File: config.mk
export PLATFORM = sky130hd
export DESIGN_NAME = fetch_unit
export DESIGN_NICKNAME = d
export VERILOG_FILES = /design/src/rtl/fetch_unit_pkg.sv /design/src/rtl/fetch_unit_queue.sv /design/src/rtl/fetch_unit.sv
export SDC_FILE = /design/constraint.sdc
export NUM_CORES = 1
export LEC_CHECK = 0
export ABC_AREA = 1
export CAP_MARGIN = 10
export CORE_ASPECT_RATIO = 1.5
export CORE_MARGIN = 4
export CORE_UTILIZATION = 29
export CTS_CLUSTER_DIAMETER = 30
export CTS_CLUSTER_SIZE = 16
export DETAILED_ROUTE_END_ITERATION = 10
export HOLD_SLACK_MARGIN = 0.02
export PLACE_DENSITY = 0.56
export SETUP_SLACK_MARGIN = 0.4
export SYNTH_ARGS = -nofsm -noshare
export SYNTH_HDL_FRONTEND = slang
export SYNTH_SLANG_ARGS = --single-unit
File: constraint.sdc
create_clock -name clk -period 5.9 [get_ports clk]
set_input_delay 1.18 -clock clk [delete_from_list [all_inputs] [get_ports clk]]
set_output_delay 1.18 -clock clk [all_outputs]
set_load 0.01 [all_outputs]
File: src/rtl/fetch_unit_pkg.sv
// Shared definitions for the instruction-fetch front end: FSM state encoding,
// default boot address and the icache operation code.
package fetch_unit_pkg;

  typedef enum logic [1:0] {
    StIdle  = 2'd0,
    StReq   = 2'd1,
    StDrain = 2'd2
  } fetch_state_e;

  localparam logic [31:0] BootAddrDefault = 32'h0000_1000;
  localparam logic        IcacheOpRead    = 1'b0;

endpackage

File: src/rtl/fetch_unit_queue.sv
// Synchronous FIFO with flush; pointers carry an extra wrap bit so full and
// empty are distinguishable. Depth must be a power of two, at least 2.
module fetch_unit_queue #(
  parameter int unsigned Width = 64,
  parameter int unsigned Depth = 2
) (
  input  logic                     clk,
  input  logic                     reset,
  input  logic                     flush,
  input  logic                     push,
  input  logic [Width-1:0]         push_data,
  input  logic                     pop,
  output logic [Width-1:0]         head,
  output logic                     full,
  output logic                     empty,
  output logic [$clog2(Depth):0]   count
);

  localparam int unsigned AddrW = $clog2(Depth);

  logic [Width-1:0] mem_q [Depth];
  logic [AddrW:0]   wptr_q, rptr_q;
  logic             do_push, do_pop;

  assign empty = (wptr_q == rptr_q);
  assign full  = (wptr_q[AddrW] != rptr_q[AddrW]) &&
                 (wptr_q[AddrW-1:0] == rptr_q[AddrW-1:0]);
  assign count = wptr_q - rptr_q;
  assign head  = mem_q[rptr_q[AddrW-1:0]];

  // A push into a full queue is accepted only if the same-cycle pop frees a slot.
  assign do_pop  = pop && !empty;
  assign do_push = push && (!full || do_pop);

  always_ff @(posedge clk or negedge reset) begin
    if (!reset) begin
      wptr_q <= '0;
      rptr_q <= '0;
    end else if (flush) begin
      wptr_q <= '0;
      rptr_q <= '0;
    end else begin
      if (do_push) wptr_q <= wptr_q + (AddrW+1)'(1);
      if (do_pop)  rptr_q <= rptr_q + (AddrW+1)'(1);
    end
  end

  always_ff @(posedge clk) begin
    if (do_push && !flush) mem_q[wptr_q[AddrW-1:0]] <= push_data;
  end

endmodule

File: src/rtl/fetch_unit.sv
// Instruction-fetch front end: owns the PC, keeps one icache read outstanding,
// buffers returned instructions toward decode and handles redirects.
module fetch_unit import fetch_unit_pkg::*; #(
  parameter int unsigned     XLEN        = 32,
  parameter logic [XLEN-1:0] BOOT_ADDR   = XLEN'(BootAddrDefault),
  parameter int unsigned     QUEUE_DEPTH = 2,
  parameter int unsigned     INSTR_BYTES = 4
) (
  input  logic            clk,
  input  logic            reset,
  output logic            icache_access,
  output logic [XLEN-1:0] icache_address,
  output logic            icache_op,
  input  logic [XLEN-1:0] icache_data_out,
  input  logic            icache_hit,
  input  logic            icache_miss,
  input  logic            redirect_valid,
  input  logic [XLEN-1:0] redirect_pc,
  output logic            instr_valid,
  input  logic            instr_ready,
  output logic [XLEN-1:0] instr,
  output logic [XLEN-1:0] instr_pc,
  output logic            misaligned,
  output logic [15:0]     miss_count
);

  localparam int unsigned CountW = $clog2(QUEUE_DEPTH) + 1;

  fetch_state_e      state_q, state_d;
  logic [XLEN-1:0]   pc_q, pc_d;
  logic [XLEN-1:0]   pending_q, pending_d;
  logic              misaligned_q;
  logic [15:0]       miss_count_q;

  logic              push, pop;
  logic              q_full, q_empty;
  logic [CountW-1:0] q_count;
  logic [2*XLEN-1:0] q_head;
  logic              has_slot, slot_after_push;

  assign icache_access  = (state_q != StIdle);
  assign icache_address = pc_q;
  assign icache_op      = IcacheOpRead;
  assign instr_valid    = !q_empty;
  assign instr_pc       = q_head[2*XLEN-1:XLEN];
  assign instr          = q_head[XLEN-1:0];
  assign misaligned     = misaligned_q;
  assign miss_count     = miss_count_q;

  assign pop             = instr_valid && instr_ready;
  assign has_slot        = !q_full || pop;
  assign slot_after_push = (q_count != CountW'(QUEUE_DEPTH - 1)) || pop;

  // In DRAIN pc_q still holds the killed request's address so the icache sees
  // it unchanged; the redirect target waits in pending_q until the hit.
  always_comb begin
    state_d   = state_q;
    pc_d      = pc_q;
    pending_d = pending_q;
    push      = 1'b0;
    unique case (state_q)
      StIdle: begin
        if (redirect_valid) begin
          pc_d    = redirect_pc;
          state_d = StReq;
        end else if (has_slot) begin
          state_d = StReq;
        end
      end
      StReq: begin
        if (redirect_valid) begin
          if (icache_hit) begin
            pc_d    = redirect_pc;
            state_d = StReq;
          end else begin
            pending_d = redirect_pc;
            state_d   = StDrain;
          end
        end else if (icache_hit) begin
          push    = 1'b1;
          pc_d    = pc_q + XLEN'(INSTR_BYTES);
          state_d = slot_after_push ? StReq : StIdle;
        end
      end
      StDrain: begin
        if (redirect_valid) pending_d = redirect_pc;
        if (icache_hit) begin
          pc_d    = redirect_valid ? redirect_pc : pending_q;
          state_d = StReq;
        end
      end
      default: state_d = StIdle;
    endcase
  end

  always_ff @(posedge clk or negedge reset) begin
    if (!reset) begin
      state_q      <= StIdle;
      pc_q         <= BOOT_ADDR;
      pending_q    <= BOOT_ADDR;
      misaligned_q <= 1'b0;
      miss_count_q <= 16'h0000;
    end else begin
      state_q   <= state_d;
      pc_q      <= pc_d;
      pending_q <= pending_d;
      if (redirect_valid && ((redirect_pc & XLEN'(INSTR_BYTES - 1)) != '0)) begin
        misaligned_q <= 1'b1;
      end
      if (icache_miss && (miss_count_q != 16'hFFFF)) begin
        miss_count_q <= miss_count_q + 16'h0001;
      end
    end
  end

  fetch_unit_queue #(
    .Width (2 * XLEN),
    .Depth (QUEUE_DEPTH)
  ) u_queue (
    .clk       (clk),
    .reset     (reset),
    .flush     (redirect_valid),
    .push      (push),
    .push_data ({pc_q, icache_data_out}),
    .pop       (pop),
    .head      (q_head),
    .full      (q_full),
    .empty     (q_empty),
    .count     (q_count)
  );

endmodule
# After elaboration in Yosys (flattened, before gate mapping)
# Memory sizes are Yosys's and may differ from the RTL's.
# Cells that the tools add are included.
[classes]
n_mux = 27
eq_ne = 14
reduce_logical = 23
n_addsub = 5
[op_table]
columns = ["operator", "n"]
rows = [
  ["$mux 32", 8],
  ["$pmux 32 s3", 1],
  ["$pmux 32 s2", 1],
  ["$add 32x3->32 const B", 1],
  ["$reduce_bool 32->1", 1],
  ["$mux 2", 10],
  ["$add 16x1->16 const B", 1],
  ["$ne 16x16->1 const B", 1],
  ["$ne 2x2->1 const B", 5],
  ["$reduce_bool 2->1", 4],
  ["$logic_and 1x1->1", 7],
  ["$mux 1", 6],
  ["$ne 3x3->1 const B", 2],
  ["$pmux 2 s3", 1],
  ["$reduce_and 3->1", 2],
  ["$add 2x1->2 const B", 2],
  ["$reduce_and 4->1", 1],
  ["$logic_not 1->1", 3],
  ["$logic_or 1x1->1", 3],
  ["$reduce_bool 3->1", 1],
  ["$eq 2x1->1 const B", 1],
  ["$eq 2x2->1", 1],
  ["$eq 2x2->1 const B", 1],
  ["$logic_not 2->1", 1],
  ["4 further kinds", 4],
]
[totals]
register_bits = 87
elab_cells = 77
in_bits = 70
out_inout_bits = 116
ram_bits = 128
mem_count = 1
[mem_list]
columns = ["memory", "depth", "width", "rd", "rd_ports_with_merged_regs", "write_ports", "line", "source"]
rows = [
  ["u_queue.mem_q", 2, 64, 1, 0, 1, "fetch_unit_queue.sv:21", "logic [Width-1:0] mem_q [Depth];"],
]

# Logic depth before layout (Yosys ltp)
# Gate-level depths: netlist of the first run.
[logic_depth]
depth_word = 9
mapped_depth = 14
mapped_depth_nobuf = 14

# Cells and area by module
# A second synthesis of the first run with hierarchy kept.
[hier_totals]
hier_cells = 1247
hier_area_um2 = 10637.7
[modules_own_cells]
columns = ["module", "area_per_inst_um2", "n_inst", "seq_area_each_um2", "cells_each"]
rows = [
  ["fetch_unit", 5662.9, 1, 2079.5, 875],
  ["fetch_unit_queue", 4974.8, 1, 3943.8, 372],
]

# Worst setup path after synthesis of the first run
# OpenSTA, ideal clock, no wires.
[synth_timing]
kind = "input -> register"
startpoint = "input port redirect_valid"
endpoint = "memory u_queue.mem_q[0][0] (enable)"
setup_ns = 0.486
t_arrival_ns = 4.530
stages = 6
slack_ns = 0.884
path_buffers = 1
required_ns = 5.414
cell_sequence = "buf_2 > nor2_2 > inv_1 > nor3_1 > inv_1 > nor2_1"
[synth_between]
elab_chain_cells = 6
word_cells_on_any_way = 7
classes_between = "mux: 4; reduce/logical: 3"
[synth_rtl]
columns = ["item", "line", "source"]
rows = [
  ["start, declared", "fetch_unit.sv:17", "input logic redirect_valid,"],
  ["$mux 1", "fetch_unit.sv:71", "if (redirect_valid) begin"],
  ["$mux 1", "fetch_unit.sv:61", "unique case (state_q)"],
  ["$logic_and 1x1->1", "fetch_unit_queue.sv:33", "assign do_push = push && (!full || do_pop);"],
  ["$logic_and 1x1->1 (*)", "fetch_unit_queue.sv:49", "if (do_push && !flush) mem_q[wptr_q[AddrW-1:0]] <= push_data;"],
  ["$mux 1 (*)", "fetch_unit_queue.sv:49", ""],
  ["$mux 1 (implied by the code) (*)", "fetch_unit_queue.sv:49", ""],
  ["end, declared", "fetch_unit_queue.sv:21", ""],
]
# Mark *: on every way between the ends. The rest lies on a longest branch, timed or not.

# Worst setup path after layout of the first run
[layout_timing]
startpoint = "register u_queue.rptr_q[0]"
endpoint = "output port instr_pc[27]"
[layout_between]
elab_chain_cells = 1
[layout_rtl]
columns = ["item", "line", "source"]
rows = [
  ["start, declared", "fetch_unit_queue.sv:22", "logic [AddrW:0] wptr_q, rptr_q;"],
  ["start signal, assigned", "fetch_unit_queue.sv:44", "if (do_pop) rptr_q <= rptr_q + (AddrW+1)'(1);"],
  ["$mem_v2 2x64", "n/a", ""],
  ["end, declared", "fetch_unit.sv:22", "output logic [XLEN-1:0] instr_pc,"],
]
# No other way between the ends.

==> results of run 1 <==
-- sequential cells by signal, indices dropped and copies added, names as in the netlist --
name / cells
icache_address: 32
misaligned: 1
miss_count: 16
pending_q: 32
state_q: 2
u_queue.mem_q: 128
u_queue.rptr_q: 2
u_queue.wptr_q: 2
-- Yosys cell counts, types with 4 or more instances --
master    number
nand2_1      550
nor2_1       138
edfxtp_1     128
dfrtp_1       85
a21oi_1       82
inv_1         52
nand3_1       36
clkbuf_1      33
o21ai_0       26
buf_2         14
xor2_1        14
xnor2_1       10
a31oi_1        8
ha_1           7
nor2_4         7
o211ai_1       6
inv_2          5
nor2_2         5
buf_1          4
nand3b_1       4
o22ai_1        4
-- cells by family after synthesis --
logic type,after synthesis,share of synthesized area
fa+ha+maj,7,0.00834
other cells,1,0.000357
buf+inv,112,0.0424
flops,215,0.574
simple gates,755,0.286
xor+xnor,24,0.0200
compound gates,135,0.0692
-- power by group through the flow --
stage / combinational (mW) / sequential [mW] / clock (mW)
6_report: 2.32 / 2.38 / 2.34
5_1_grt: 2.61 / 2.43 / 2.46
4_1_cts: 2.35 / 2.38 / 2.40
3_5_place_dp: 2.35 / 2.40 / 0
3_3_place_gp: 2.32 / 2.39 / 0
2_1_floorplan: 1.35 / 2.32 / 0
-- final cells by class --
class                      count  area (um2)
clock buffer                  56        1180
clock inverter                21         224
fill                        3528       21600
inverter                      59         221
multi-input combinational    922        4050
sequential                   215        6020
tap                          478         598
timing repair buffer         195        1920
-- metrics by stage --
| step | hold slack (ps) | worst slack, ps |
|---|---|---|
| 2_1_floorplan | 467 | 884 |
| 3_3_place_gp | 477 | 1940 |
| 3_5_place_dp | 483 | 1920 |
| 4_1_cts | 496 | 2090 |
| 5_1_grt | 504 | 2000 |
| 6_report | 482 | 2170 |
-- path summary, 6_finish.rpt --
kind                       cells after the start               from                    to
max                                            5  u_queue.rptr_q[0]          instr_pc[27]
min                                            1         misaligned            misaligned
max reg2reg                                   10         state_q[1]  u_queue.mem_q[1][27]
min reg2reg                                    1         misaligned            misaligned
max in group asynchronous                      2              reset    icache_address[12]
min in group asynchronous                      1              reset    icache_address[23]
-- critical path, cell delays in order, from the launching register on --
cell	delay (ps)
dfrtp_2	400
inv_2	260
buf_4	540
nand2_1	100
nand2_1	140
clkdlybuf4s50_1	560
-- metal layers --
metal | vias up | wire length [um] | track usage | share of wire
li1 | 4420 | - | - | -
met1 | 4090 | 12000 | 0.173 | 0.39
met2 | 238 | 15500 | 0.275 | 0.51
met3 | 70 | 1830 | 0.0354 | 0.060
met4 | 0 | 1150 | 0.0684 | 0.038
met5 | - | 0 | 0 | 0
==> run metrics, run 1 <==
status finished clean; crit path max fanout 49; register bit total from synthesis 215; clock share of power 0.332; placed cell areas 0.0128 mm2; async set-or-reset flop fraction in the synthesized netlist 0.405; post-synth top area cell edfxtp_1; Worst Skew 17.4 ps; sequential fraction of the synthesis area 0.574; layout cell share with drive strength beyond 1 0.0743; htree depth 2; Initial Util 0.293; pwr/cell area 495 mW/mm2; Fin. Hold Viols 0; Max rail drop VDD 0.200 mV; top cell type's share of synthesized area 0.366; Final ANT Viol Nets 0; Primary FF master, synth edfxtp_1; P_leak 6.04 nW; Post-Syn Nets 1326; internal power 4.51 mW; Setup-failing EPs final 0; synth warn 0; total power 7.04 mW; Crit path required time 4720 ps; Skew-Pair Late Insertion Delay 530 ps; chip height 241 um; router iterations before antenna repair 5; RSZ-0062 raised after global routing false; fin cells 1946; Pins Over Slew Limit 0; Tot GR Track Use 0.153; root buf cell clkbuf_16; Iteration-0 DRC Markers 366; most frequent cells in the layout nand2_1 (550), clkdlybuf4s50_1 (183), nor2_1 (137); Layout Nets 1512; GP Congestion 0.822; Num CTS Buffers 42; Slew HR 0.247; Logic pwr share 0.330; Core Area 0.0358 mm2; Post-CTS Hold Buffers 0; Post-Synthesis Cell Area 0.0105 mm2; Die Wd 163 um; Final Cycle Share 0.631; reg-to-reg setup timing slack 2420 ps; type of the tightest min-delay check reg -> reg; row count 85; Psw 2.53 mW; fin area 0.0142 mm2; Worst Tran Pin Value 1130 ps; setup repair bufs after CTS 0; Max clock buf depth 3; full die area 0.0394 mm2; TritonCTS clock tree yes; Placed Cells 1869; Vias/cell 4.53; via count 8818; most common cell after layout, fill and taps aside nand2_1; clk slew on worst S/H paths 40 ps; Layout area overhead 35.4%; post-synthesis cell type count 38; global route total overflow 0; first-pass GRT wire length 47900 um; part of the power in registers 0.338; fin crit period 3730 ps; number of port buffers 184; IO Pins 186; vias in the first global route 8897; switching power share of the total 0.360; Synth area leaders edfxtp_1 (37%), dfrtp_1 (20%), nand2_1 (20%); CP startpoint kind flip-flop; DR DRC count 0; Sum Neg Setup Slack 0 ps; DPL Wire Length 20200 um; max-cap violations 0; Core Util, Final 0.397; Syn Inst Count 1249; WL per Instance 15.6 um; clock sinks 215; critical setup path kind reg -> out; initial antenna violation count 0; Crit. End Element output pin; Critical Path AT 2550 ps; diode count 0; maximum clock frequency 268 MHz; DRT Wirelength 30400 um; CTS resizes 0; number of synthesized flops with an enable pin 128; Synth Area per Inst 8.41 um2; largest net degree at the start of global routing 66
Power figures use the tool's default switching activity.
==> inputs of run 2 (changes only) <==
--- a/config.mk
+++ b/config.mk
@@ -14,7 +14,7 @@
 export CTS_CLUSTER_SIZE = 16
 export DETAILED_ROUTE_END_ITERATION = 10
 export HOLD_SLACK_MARGIN = 0.02
-export PLACE_DENSITY = 0.56
+export PLACE_DENSITY = 0.58
 export SETUP_SLACK_MARGIN = 0.4
 export SYNTH_ARGS = -nofsm -noshare
 export SYNTH_HDL_FRONTEND = slang
==> constraint.sdc (replaced) <==
create_clock -name clk -period 3.4 [get_ports clk]
set_input_delay 0.68 -clock clk [delete_from_list [all_inputs] [get_ports clk]]
set_output_delay 0.68 -clock clk [all_outputs]
set_load 0.01 [all_outputs]
==> run 2 against run 1 <==
Net effect: die area did not move; first-iteration DRC count grew 0.55%; highest routed layer unchanged; cell area is 1.5% higher; clock-buffer cell count fell by 8.
==> run metrics, run 2 (same netlist as run 1, synthesis figures left out) <==
pre-CTS setup slack 528 ps; Setup-failing EPs final 0; Final Cycle Share 0.838; DR DRC count 0; Worst Tran Pin Value 936 ps; Crit path required time 2720 ps; row count 85; Iteration-0 DRC Markers 368; Skew-Pair Late Insertion Delay 550 ps; Post-CTS Hold Buffers 0; critical setup path kind reg -> out; Num CTS Buffers 43; global route total overflow 0; htree depth 2; Logic pwr share 0.325; crit path max-delay cell type clkdlybuf4s50_1; worst setup margin 551 ps; switching power share of the total 0.359; Max rail drop VDD 0.368 mV; total power 12.5 mW; clock share of power 0.346; most frequent cells in the layout nand2_1 (550), clkdlybuf4s50_1 (183), nor2_1 (137); Max clock buf depth 3; Pins Over Slew Limit 0; number of port buffers 184; Critical Path AT 2170 ps; DRT Wirelength 29700 um; cell mode on critical path nand2_1; Final ANT Viol Nets 0; reg-to-reg setup timing slack 870 ps; diode count 0; status finished clean; Worst path depth 4; crit path max fanout 64; router iterations before antenna repair 4; part of the power in registers 0.329; Layout area overhead 37.4%; clk slew on worst S/H paths 60 ps; layout cell share with drive strength beyond 1 0.0814; first-pass GRT wire length 46000 um; internal power 7.99 mW; Sum Neg Setup Slack 0 ps; largest net degree at the start of global routing 65; GP Congestion 0.844; type of the tightest min-delay check in -> async; Worst path top cell family by delay buffers and inverters; Fin. Hold Viols 0; Core Area 0.0358 mm2; max FFs per register 128; max-cap violations 0; pwr/cell area 864 mW/mm2; Psw 4.47 mW; TritonCTS clock tree yes; Layout Nets 1517; Die Wd 163 um; vias in the first global route 8573; RSZ-0062 raised after global routing false; DPL Wire Length 20400 um; fillers 3521; Worst Skew 31.7 ps; CP startpoint kind flip-flop; reg2reg end icache_address[9]; maximum clock frequency 351 MHz; critical path, cell by cell buf_8 > nand2_1 > nand2_1 > clkdlybuf4s50_1; Slew HR 0.372; Tot GR Track Use 0.147; full die area 0.0394 mm2; WL per Instance 15.2 um; root buf cell clkbuf_16; Critical R2R Launch state_q[1]; Critical path buffers and inverters 2; initial antenna violation count 0; via count 8868; clock sinks 215; Crit. End Element output pin; most common cell after layout, fill and taps aside nand2_1; chip height 241 um; critical path's largest stage delay 590 ps; Initial Util 0.293; fin crit period 2850 ps; setup repair bufs after CTS 0; Vias/cell 4.54; P_leak 6.12 nW; Reg2Reg Depth 11; IO Pins 186
-- run 2: cell types whose count changed in the layout (fill, tap and decap cells not counted), moves of 3 or more --
cell      delta
buf_12       +5
buf_4        -3
clkbuf_1     -4
clkbuf_8     -5
clkinv_4     +3
inv_6        +4
-- run 2: repair_timing --
action | CTS | global route
cloned | 0 | 0
gates resized for setup | 3 | 4
setup endpoints to repair | 64 | 37
-- run 2: power groups by stage --
stage                     clock network, mW  logic, mW  registers, mW
after floorplan                           0       2.35           4.02
after global placement                    0       4.04           4.13
after detailed placement                  0       4.08           4.15
after CTS                              4.41       4.11           4.10
after global routing                   4.51       4.56           4.19
final                                  4.31       4.06           4.10
-- run 2: worst max-delay path by stage --
stage | from | end
2_1_floorplan | state_q[1] | u_queue.mem_q[0][0]
3_3_place_gp | redirect_valid | pending_q[10]
3_5_place_dp | redirect_valid | pending_q[13]
4_1_cts | u_queue.rptr_q[0] | instr_pc[18]
5_1_grt | u_queue.rptr_q[0] | instr_pc[19]
6_report | u_queue.rptr_q[0] | instr_pc[27]
-- run 2: layout make-up --
class	instances	area (um2)	share of cell area
clock inverters	32	377	0.0261
well taps	478	598	0.0414
multi-input cells	922	4050	0.280
repair buffers	199	2030	0.141
inverters	59	230	0.0160
flip-flops and latches	215	6020	0.417
clock buffers	48	1130	0.0780
-- run 2: worst register-to-register path, delay by kind of cell, from the launching register on --
family / cells / cell delay, ps
adder cells (fa/ha/maj): 1 / 190
buffers and inverters: 4 / 1030
AO/OA/AOI/OAI: 4 / 430
AND/OR/NAND/NOR: 2 / 350
flip-flops: 1 / 390
-- run 2: stage by stage --
stage          area [um2]  hold WS, ps  instances  utilization
2_1_floorplan       10500          384       1249            -
3_3_place_gp        12900          473       1873        0.360
3_5_place_dp        12900          477       1873        0.360
4_1_cts             14400          164       1953        0.402
5_1_grt             14400          189       1953        0.403
6_report            14400          161       1953        0.403
-- run 2: metal layers --
metal | wire [um] | global-route usage
met5 | 0 | 0
met4 | 1110 | 0.0643
met3 | 1910 | 0.0331
met2 | 15400 | 0.262
met1 | 11300 | 0.169
